$ cat config.mk
export PLATFORM = sky130hd
export DESIGN_NAME = serial_word_tx
export DESIGN_NICKNAME = d
export VERILOG_FILES = /design/src/rtl/serial_pkg.sv /design/src/rtl/serial_word_tx.sv
export SDC_FILE = /design/constraint.sdc
export NUM_CORES = 1
export LEC_CHECK = 0
export ABC_AREA = 1
export BUFFER_PORTS_ARGS = -buffer_cell sky130_fd_sc_hd__buf_2
export CORE_UTILIZATION = 59
export DETAILED_ROUTE_END_ITERATION = 10
export PLACE_DENSITY = 0.93
export SYNTH_ARGS = -nofsm -noshare
export SYNTH_HDL_FRONTEND = slang
export SYNTH_SLANG_ARGS = --single-unit
$ cat constraint.sdc
create_clock -name clk -period 3.78 [get_ports clk]
set_clock_uncertainty 0.15 [all_clocks]
set_input_delay 0.756 -clock clk [delete_from_list [all_inputs] [get_ports clk]]
set_output_delay 0.756 -clock clk [all_outputs]
set_load 0.05 [all_outputs]
$ cat src/rtl/serial_pkg.sv
// Shared types and defaults for the serial word transmitter.
package serial_pkg;

  typedef enum logic [1:0] {
    TX_IDLE  = 2'd0,
    TX_SHIFT = 2'd1
  } tx_state_t;

  localparam int   SER_W_DEFAULT = 8;
  localparam logic SER_IDLE_BIT  = 1'b0;

endpackage

$ cat src/rtl/serial_word_tx.sv
// Parallel-to-serial transmitter with a one-word holding slot so that
// back-to-back words leave on sout with no idle bit between them.
module serial_word_tx
  import serial_pkg::*;
#(
  parameter int   W         = SER_W_DEFAULT,
  parameter bit   MSB_FIRST = 1'b1,
  parameter logic IDLE_BIT  = SER_IDLE_BIT
) (
  input  logic         clk,
  input  logic         rst,
  input  logic [W-1:0] din,
  input  logic         din_valid,
  output logic         din_ready,
  output logic         sout,
  output logic         sout_valid,
  output logic         busy,
  output logic         word_done
);

  localparam int            CW   = $clog2(W);
  localparam logic [CW-1:0] LAST = CW'(W - 1);

  tx_state_t     state_q, state_d;
  logic [W-1:0]  shreg_q, shreg_d;
  logic [W-1:0]  hold_q, hold_d;
  logic          hold_full_q, hold_full_d;
  logic [CW-1:0] cnt_q, cnt_d;
  logic          xfer;
  logic [W-1:0]  shifted;

  assign din_ready = !hold_full_q;
  assign xfer      = din_valid && din_ready;
  assign shifted   = MSB_FIRST ? {shreg_q[W-2:0], 1'b0} : {1'b0, shreg_q[W-1:1]};

  always_ff @(posedge clk or negedge rst) begin
    if (!rst) begin
      state_q     <= TX_IDLE;
      shreg_q     <= '0;
      hold_q      <= '0;
      hold_full_q <= 1'b0;
      cnt_q       <= '0;
    end else begin
      state_q     <= state_d;
      shreg_q     <= shreg_d;
      hold_q      <= hold_d;
      hold_full_q <= hold_full_d;
      cnt_q       <= cnt_d;
    end
  end

  always_comb begin
    state_d     = state_q;
    shreg_d     = shreg_q;
    hold_d      = hold_q;
    hold_full_d = hold_full_q;
    cnt_d       = cnt_q;
    case (state_q)
      TX_IDLE: begin
        if (xfer) begin
          shreg_d = din;
          cnt_d   = '0;
          state_d = TX_SHIFT;
        end
      end
      TX_SHIFT: begin
        if (cnt_q == LAST) begin
          // Reload from the slot first; a new transfer cannot coincide with a full slot.
          if (hold_full_q) begin
            shreg_d     = hold_q;
            hold_full_d = 1'b0;
            cnt_d       = '0;
          end else if (xfer) begin
            shreg_d = din;
            cnt_d   = '0;
          end else begin
            state_d = TX_IDLE;
          end
        end else begin
          shreg_d = shifted;
          cnt_d   = cnt_q + CW'(1);
          if (xfer) begin
            hold_d      = din;
            hold_full_d = 1'b1;
          end
        end
      end
      default: state_d = TX_IDLE;
    endcase
  end

  assign sout_valid = (state_q == TX_SHIFT);
  assign sout       = sout_valid ? (MSB_FIRST ? shreg_q[W-1] : shreg_q[0]) : IDLE_BIT;
  assign word_done  = sout_valid && (cnt_q == LAST);
  assign busy       = sout_valid || hold_full_q;

endmodule

==> summary.md, run 1 <==
| Metric | Value |
|---|---|
| Worst-Margin Slew | 457 ps |
| Synth warn | 0 |
| Asr flop ratio synth | 100% |
| Post-cts hold buffer count | 0 |
| All-Layer GR Usage | 21.7% |
| Final min period | 2380 ps |
| Register Area | 526 sq um |
| Initial antenna violation count | 0 |
| Pint | 0.484 mW |
| Vias after detailed routing | 874 |
| Logic pwr share | 45.4% |
| CTS root buf | clkbuf_4 |
| Post-CTS Repair Setup Buffers | 0 |
| Total of cells resized after clock tree synthesis | 0 |
| IO Count | 16 |
| Worst path required time | 2870 ps |
| # rows | 15 |
| Crit-path most repeated cell | ha_1 |
| Critical path class | flop to primary output |
| Crit-path cells | ha_1, ha_1, nand2_1, inv_1, buf_2 |
| Final setup vio count | 0 |
| Core box area | 1730 sq um |
| Largest net degree at the start of global routing | 22 |
| Flops & latches, synth | 21 |
| DRC viols | 0 |
| Crit path buf inv count | 2 |
| Number of enable flip-flop cells after synthesis | 0 |
| Most frequent cell after synthesis | nand2_1 |
| Final net count | 168 |
| Psw | 0.389 mW |
| Initial Util | 63.6% |
| Biggest area consumer among synthesized cells | dfrtp_1 |
| Final worst path period share | 63.0% |
| Largest stage delay, worst path | 410 ps |
| Ratio of cells with drive above 1 in the final layout | 23.5% |
| Global route overflow | 0 |
| Fin util | 70.2% |
| Avg Inst Size Synth | 8.07 sq um |
| Sw frac | 44.5% |
| Final number of max-transition violations | 0 |
| Port buffer count | 15 |
| P per Cell Area | 720 nW/um^2 |
| Max VDD drop | 0.000452 V |
| Final Hold Viols | 0 |
| Area delta synth->final | 10.5% |
| CP max FO | 4 |
| Post-Syn Area | 1100 sq um |
| Placed cells | 174 |
| Multi-input gate area | 463 sq um |
| CTS buffer count | 3 |
| Register area share after synthesis | 47.9% |
| Drt initial violations | 22 |
| Status | complete, no violations |
| FMAX | 420 MHz |
| Hold WC Path Type | primary input to async pin |
| Yosys cell types | 18 |
| Clock transition at the registers of the reported paths | 120 ps |
| Die height | 45.1 um |
| Pleak | 0.688 nW |
| CP max stage cell | dfrtp_1 |
| Worst setup SP type | flop |
| Final Non-Filler Cells | 178 |
| GPL Wtd Cong | 0.862 |
| CP Launch Point | cnt_q[0] |
| Final ANT Viol Nets | 0 |
| Crit end category | primary output |
| # Max-Cap Violations | 0 |
| H-tree depth | 1 |
| CTS tree | done |
| Post-synth net total | 150 |
| DR WL/cell | 10.7 um |
| Relative slew slack | 69.5% |
| Worst r2r path cells | 7 |
| Reg-to-Reg Start | cnt_q[0] |
| Fillers | 144 |
| Main synth FF type | dfrtp_1 |
| Die Area | 2040 sq um |
| RSZ-0062 raised after global routing | false |
| Drt first pass iters | 4 |
| Crit path DAT | 1470 ps |
| Die width | 45.1 um |
| Post-synth top cells | nand2_1 (38), inv_1 (22), dfrtp_1 (21) |
| CTS sink cnt | 21 |
| Synth top area cells | dfrtp_1 (48%), nand2_1 (13%), inv_1 (7.5%) |
| Clock Path Buffers | 2 |
| Global-route wire length before repair | 3.09 mm |
| Top Family by Delay on Critical Path | adder cells |
| Diode count | 0 |
| Vias per inst | 4.91 |
| Share of Yosys cell area claimed by the top area cell type | 47.9% |
| Final TNS setup | 0 ps |
| Cells after synthesis | 136 |
| Post-DP HPWL | 1.35 mm |
| Clock latency on the worst-skew pair | 300 ps |
| Final hold slack | 221 ps |
| Post-Route WL | 1.91 mm |
| Vias in the first global route | 712 |
| Clk pwr share | 12.5% |
| Sequential share of power | 42.1% |
| FF-to-FF End | shreg_q[5] |
| R2R Setup Slk | 2120 ps |
## final cells by class
cell class,instances,share of cell area (%)
clock buffer,3,1.86
clock inverter,1,0.413
inverter,24,7.43
multi-input combinational,89,38.2
sequential,21,43.3
tap,25,2.58
timing repair buffer,15,6.19
## cell usage in the layout (no fill, tap or decap)
master	netlist	routed
nand2_2	3	3
clkbuf_4	0	3
nand2_4	1	1
o21ai_1	2	2
nor2_4	2	2
inv_2	2	2
buf_2	0	15
clkinv_2	0	1
a21oi_1	7	7
nand3_2	1	1
ha_1	3	3
o21ai_2	7	7
or2_2	1	1
nor2_1	10	10
dfrtp_1	21	21
inv_1	22	22
nand2_1	38	38
nand3_1	11	11
o21ai_0	3	3
## power groups by stage
stage	clock (mW)	sequential (mW)	combinational, mW
2_1_floorplan	0	0.364	0.323
3_3_place_gp	0	0.370	0.379
3_5_place_dp	0	0.373	0.397
4_1_cts	0.110	0.368	0.398
5_1_grt	0.121	0.376	0.447
6_report	0.109	0.368	0.396
## per-stage QoR
stage	setup WS [ps]	cell area [sq um]	power, mW
finish	1400	1210	0.873
global route	1300	1210	0.944
CTS	1400	1210	0.876
detailed placement	1740	1180	0.769
global placement	1760	1180	0.749
floorplan	1650	1100	0.687
## flip-flops by register name, indices dropped and copies added (netlist names)
| name | flops |
|---|---|
| shreg_q | 8 |
| cnt_q | 3 |
| hold_full_q | 1 |
| state_q | 1 |
| hold_q | 8 |
## metal layers
metal  part of all wire, %  track usage, %  up-vias
li1                      -               -      455
met1                    46            29.2      391
met2                    48            33.6       23
met3                   4.0            3.60        5
met4                   1.8            10.9        0
met5                     0               0        -
## kinds of logic (layout without fill, tap and decap cells)
| family | Yosys count | in the layout | share of synthesized area, % |
|---|---|---|---|
| buffers and inverters | 26 | 43 | 9.92 |
| adders and majority gates | 3 | 3 | 3.42 |
| and+or+nand+nor | 67 | 67 | 27.7 |
| DFF | 21 | 21 | 47.9 |
| AOI/OAI and AO/OA | 19 | 19 | 11.1 |
## worst max path at each step
| stage | endpoint | slack [ps] | depth (start not counted) |
|---|---|---|---|
| global placement | word_done | 1760 | 5 |
| floorplan | word_done | 1650 | 3 |
| finish | word_done | 1400 | 5 |
| CTS | word_done | 1400 | 5 |
| detailed placement | word_done | 1740 | 5 |
| global route | word_done | 1300 | 5 |
Power figures use the tool's default switching activity.
==> run 2, diff against run 1 <==
ABC_AREA = 0   (was 1)
CORE_UTILIZATION = 54   (was 59)
PLACE_DENSITY = 0.87   (was 0.93)
clock period = 2.2 ns   (was 3.78 ns; I/O delays follow)
==> run 2 against run 1 <==
Against the previous run:
- utilization fell by 4.9 points
- register-to-register slack worse by 1700 ps
- critical path depth down 1
- largest power group unchanged
==> summary.md, run 2 <==
| Metric | Value |
|---|---|
| Status | complete, no violations |
| Largest registers | hold_q: 8 flops, shreg_q: 8 flops, cnt_q: 3 flops |
| Vias in the first global route | 742 |
| Core box area | 1780 sq um |
| All-Layer GR Usage | 21.3% |
| Synth top area cells | dfrtp_1 (50%), mux2_4 (11%), a32oi_1 (5.8%) |
| Die Area | 2120 sq um |
| Worst path required time | 1610 ps |
| CTS root buf | clkbuf_4 |
| RSZ-0062 raised after global routing | false |
| DR top layer | met4 |
| Global route overflow | 0 |
| Final net count | 122 |
| DR WL met3 | 52 um |
| Final TNS setup | 0 ps |
| Commonest non-fill, non-tap cell in the layout | dfrtp_1 |
| Post-Route WL | 2.00 mm |
| Ratio of cells with drive above 1 in the final layout | 29.9% |
| Most frequent cell after synthesis | dfrtp_1 |
| Post-DP HPWL | 1.39 mm |
| P per Cell Area | 1500 nW/um^2 |
| Clock Path Buffers | 2 |
| Share of Yosys cell area claimed by the top area cell type | 50.1% |
| Post-synth top cells | dfrtp_1 (21), nand2_1 (16), mux2_4 (8), o22ai_1 (8), a32oi_1 (7) |
| Post-synth net total | 105 |
| CTS tree | done |
| Placed instance area | 1130 sq um |
| CP max FO | 3 |
| WL met1 | 978 um |
| Finished Cell Area | 1160 sq um |
| Final setup vio count | 0 |
| Avg Inst Size Synth | 11.5 sq um |
| Vias per inst | 5.64 |
| Worst-Margin Slew | 459 ps |
| Die height | 46.1 um |
| H-tree depth | 1 |
| FMAX | 473 MHz |
| Clock latency on the worst-skew pair | 290 ps |
| Final hold slack | 236 ps |
| Most frequent cells in the layout | dfrtp_1 (20), nand2_1 (16), buf_2 (15) |
| Slack of the critical path | 85.3 ps |
| Global-route wire length before repair | 3.15 mm |
| Port buffer count | 15 |
| Main synth FF type | dfrtp_1 |
| Hold WC Path Type | primary input to flop |
| Crit path DAT | 1520 ps |
| Drt initial violations | 12 |
| Worst setup SP type | flop |
| IO Count | 16 |
| CTS buffer count | 3 |
| Biggest area consumer among synthesized cells | dfrtp_1 |
| Pleak | 0.543 nW |
| Cells after synthesis | 91 |
| Largest net degree at the start of global routing | 22 |
| Worst r2r path cells | 6 |
| Worst setup endpoint | word_done |
| CP Launch Point | cnt_q[0] |
| Relative slew slack | 69.4% |
| Diode count | 0 |
| # Max-Cap Violations | 0 |
| # rows | 15 |
| Final Hold Viols | 0 |
| CTS sink cnt | 21 |
| Drt first pass iters | 4 |
| Number of enable flip-flop cells after synthesis | 0 |
| Flops & latches, synth | 21 |
| Initial antenna violation count | 0 |
| Critical path class | flop to primary output |
| Crit end category | primary output |
| Max VDD drop | 0.000971 V |
| Reg-to-Reg Start | cnt_q[0] |
| Register area share after synthesis | 50.1% |
| DR WL/cell | 15.1 um |
| Vias after detailed routing | 745 |
| Final number of max-transition violations | 0 |
| Final min period | 2110 ps |
| Clock transition at the registers of the reported paths | 110 ps |
| Yosys cell types | 23 |
| Initial Util | 58.9% |
| Met2 Wirelength | 952 um |
| R2R Setup Slk | 380 ps |
| Asr flop ratio synth | 100% |
| GPL Wtd Cong | 0.783 |
| Final worst path period share | 96.1% |
| Area delta synth->final | 11.0% |
| Die width | 46.1 um |
| Final ANT Viol Nets | 0 |
| DRC viols | 0 |
| FF-to-FF End | shreg_q[5] |
| Post-Place Setup Slack | 387 ps |
| Synth warn | 0 |
| Post-Syn Area | 1050 sq um |
-- run 2: cell type report --
class                   instances  area [sq um]
inverters                       2          7.51
repair buffers                 18           100
flip-flops and latches         21           527
well taps                      25          31.3
multi-input cells              62           473
fillers                       143           618
clock buffers                   4          26.3
-- run 2: cell families (layout without fill, tap and decap cells) --
logic type,Yosys count,after routing,share of synthesized area (%)
adder cells (fa/ha/maj),3,3,3.58
flip-flops,21,21,50.1
buffers and inverters,8,24,4.89
AO/OA/AOI/OAI,21,21,14.9
AND/OR/NAND/NOR,28,28,13.2
multiplexers,10,10,13.3
-- run 2: power breakdown --
group / total, mW / switching (mW) / internal, mW
combinational: 0.823 / 0.428 / 0.395
clock: 0.179 / 0.108 / 0.0705
sequential: 0.746 / 0.165 / 0.581
-- run 2: worst min path at each step --
stage,start,to,slack (ps),cells past startpoint
floorplan,rst,cnt_q[0],-6,0
global placement,rst,shreg_q[5],260,1
detailed placement,rst,shreg_q[5],270,1
CTS,din[1],hold_q[1],220,2
global route,din[4],hold_q[4],210,2
finish,din[1],hold_q[1],240,2
-- run 2: routing by layer --
layer / up-vias / GRT usage [%]
li1: 361 / -
met1: 368 / 27.0
met2: 14 / 35.8
met3: 2 / 3.53
met4: 0 / 8.82
met5: - / 0
-- run 2: critical path: stages (launching register included) --
cell and delay (ps):
dfrtp_1 410, ha_1 220, ha_1 210, and2_1 190, buf_2 210
-- run 2: per-stage QoR --
stage | instances | total power, mW | utilization, %
floorplan | 91 | 1.41 | -
global placement | 127 | 1.54 | 63.2
global route | 132 | 1.86 | 65.3
CTS | 132 | 1.75 | 65.3
detailed placement | 127 | 1.57 | 63.2
finish | 132 | 1.75 | 65.3
-- run 2: timing repair --
item | 4_1_cts | 5_1_grt
hold buffers | 1 | 0
endpoints found under the setup margin | 0 | 1
setup buffers | 0 | 0
hold endpoints to repair | 21 | 0
gates resized for setup | 0 | 1
==> run 3, diff against run 2 <==
ABC_AREA = 1   (was 0)
ABC_CLOCK_PERIOD_IN_PS = 2200   (was not set)
CORE_ASPECT_RATIO = 1.5   (was not set)
CORE_UTILIZATION = 55   (was 54)
PLACE_DENSITY = 0.88   (was 0.87)
TNS_END_PERCENT = 20   (was not set)
==> run 3 against run 2 <==
Against the previous run:
- sequential cell count stayed put
- non-clock buffer count is 2 lower
- routed wire length is 8.0% higher
- sequential power is 14% lower
- first-iteration DRC count is 83% higher
- global-route usage is 3.9 points higher
- clock-buffer cell count stayed put
- cell area is 4.4% higher
- die area is 2.7% higher
- critical endpoint unchanged
==> summary.md, run 3 (synthesized netlist as in run 1, its figures left out) <==
| Metric | Value |
|---|---|
| Reg-to-Reg Start | cnt_q[0] |
| Post-Route WL | 2.16 mm |
| # Max-Cap Violations | 0 |
| Final min period | 2110 ps |
| DR WL/cell | 12.3 um |
| Final ANT Viol Nets | 0 |
| Vias in the first global route | 903 |
| Final TNS setup | 0 ps |
| Worst path required time | 1610 ps |
| Worst setup endpoint | word_done |
| CTS sink cnt | 21 |
| Die height | 56.7 um |
| Diode count | 0 |
| Worst setup SP type | flop |
| Top Family by Delay on Critical Path | adder cells |
| Max VDD drop | 0.000610 V |
| CP Launch Point | cnt_q[0] |
| Vias after detailed routing | 912 |
| Initial antenna violation count | 0 |
| Drt initial violations | 22 |
| # rows | 19 |
| Pleak | 0.690 nW |
| CP max stage cell | dfrtp_1 |
| Final net count | 169 |
| Largest net degree at the start of global routing | 22 |
| Commonest non-fill, non-tap cell in the layout | nand2_1 |
| Initial Util | 59.2% |
| Post-Place Setup Slack | 442 ps |
| Cell depth of the worst setup path | 5 |
| Largest stage delay, worst path | 430 ps |
| Die width | 38.5 um |
| IO Count | 16 |
| Clock latency on the worst-skew pair | 310 ps |
| WL met1 | 857 um |
| Crit-path most repeated cell | ha_1 |
| R2R Setup Slk | 460 ps |
| CTS tree | done |
| CTS root buf | clkbuf_4 |
| Met2 Wirelength | 1.14 mm |
| Clock Path Buffers | 2 |
| CTS buffer count | 3 |
| CP max FO | 4 |
| Status | complete, no violations |
| H-tree depth | 1 |
| Die Area | 2180 sq um |
| GPL Wtd Cong | 0.728 |
| Hold WC Path Type | primary input to flop |
| Worst-Margin Slew | 469 ps |
| Final setup vio count | 0 |
| Post-DP HPWL | 1.54 mm |
| Drt first pass iters | 4 |
| Vias per inst | 5.21 |
| Final worst path period share | 96.0% |
| Crit end category | primary output |
| Crit path buf inv count | 2 |
| Port buffer count | 15 |
| Clock transition at the registers of the reported paths | 110 ps |
| P per Cell Area | 1250 nW/um^2 |
| Largest registers | hold_q: 8 flops, shreg_q: 8 flops, cnt_q: 3 flops |
| FF-to-FF End | hold_q[6] |
| DRC viols | 0 |
| All-Layer GR Usage | 25.1% |
| DR WL met3 | 93 um |
| FMAX | 474 MHz |
| Relative slew slack | 68.7% |
| Area delta synth->final | 10.8% |
| Final Hold Viols | 0 |
| Global-route wire length before repair | 3.80 mm |
| DR top layer | met4 |
| Core box area | 1850 sq um |
| Worst r2r path cells | 8 |
| Final number of max-transition violations | 0 |
| Post-CTS Repair Setup Buffers | 0 |
| Crit-path cells | ha_1, ha_1, nand2_1, inv_1, buf_2 |
| Ratio of cells with drive above 1 in the final layout | 22.7% |
| Global route overflow | 0 |
| Critical path class | flop to primary output |
| Most frequent cells in the layout | nand2_1 (38), inv_1 (22), dfrtp_1 (21) |
| Slack of the critical path | 88.9 ps |
| RSZ-0062 raised after global routing | false |
| Crit path DAT | 1520 ps |
run 3: area by class of cell:
class                      instances  area (sq um)
fill                             167           638
sequential                        21           526
multi-input combinational         89           463
inverter                          24          90.1
timing repair buffer              16          85.1
clock buffer                       4          26.3
tap                               21          26.3
run 3: how the worst min path moves through the flow:
stage | start | end | slack (ps) | depth (start not counted)
after CTS | din[2] | hold_q[2] | 230 | 3
after global placement | rst | state_q[0] | 270 | 1
after detailed placement | rst | hold_full_q | 260 | 1
after floorplan | rst | cnt_q[0] | -6 | 0
after global routing | din[2] | hold_q[2] | 230 | 3
final | din[2] | hold_q[2] | 230 | 3
run 3: repair_timing:
action | CTS | global route
resized for setup | 0 | 0
endpoints found under the hold margin | 21 | 0
endpoints found under the setup margin | 0 | 0
hold buffers | 1 | 0
run 3: metal layers:
| layer | global-route usage [%] | vias up |
|---|---|---|
| met2 | 42.1 | 31 |
| met3 | 3.56 | 5 |
| met5 | 0 | - |
| met1 | 29.5 | 420 |
| met4 | 13.3 | 0 |
| li1 | - | 456 |
run 3: power by group:
group,switching [mW],leakage (nW),internal [mW]
Clock,0.118,0.0150,0.0710
Combinational,0.461,0.412,0.225
Sequential,0.101,0.263,0.542
run 3: worst reg2reg max path, cell delays in order, from the launching register on:
cell     delay, ps
dfrtp_1        430
ha_1           230
ha_1           180
inv_1           60
nand2_2         70
inv_1          160
nand2_4        160
nand2_1        130
o21ai_2         60
run 3: through the flow:
step / instance area [sq um] / hold slack, ps / cells / power [mW] / utilization (%)
after global routing: 1220 / 230 / 175 / 1.64 / 65.6
after global placement: 1180 / 268 / 170 / 1.29 / 63.6
after detailed placement: 1180 / 265 / 170 / 1.34 / 63.6
final: 1220 / 230 / 175 / 1.52 / 65.6
after floorplan: 1100 / -5.59 / 136 / 1.18 / -
after CTS: 1220 / 230 / 175 / 1.52 / 65.6
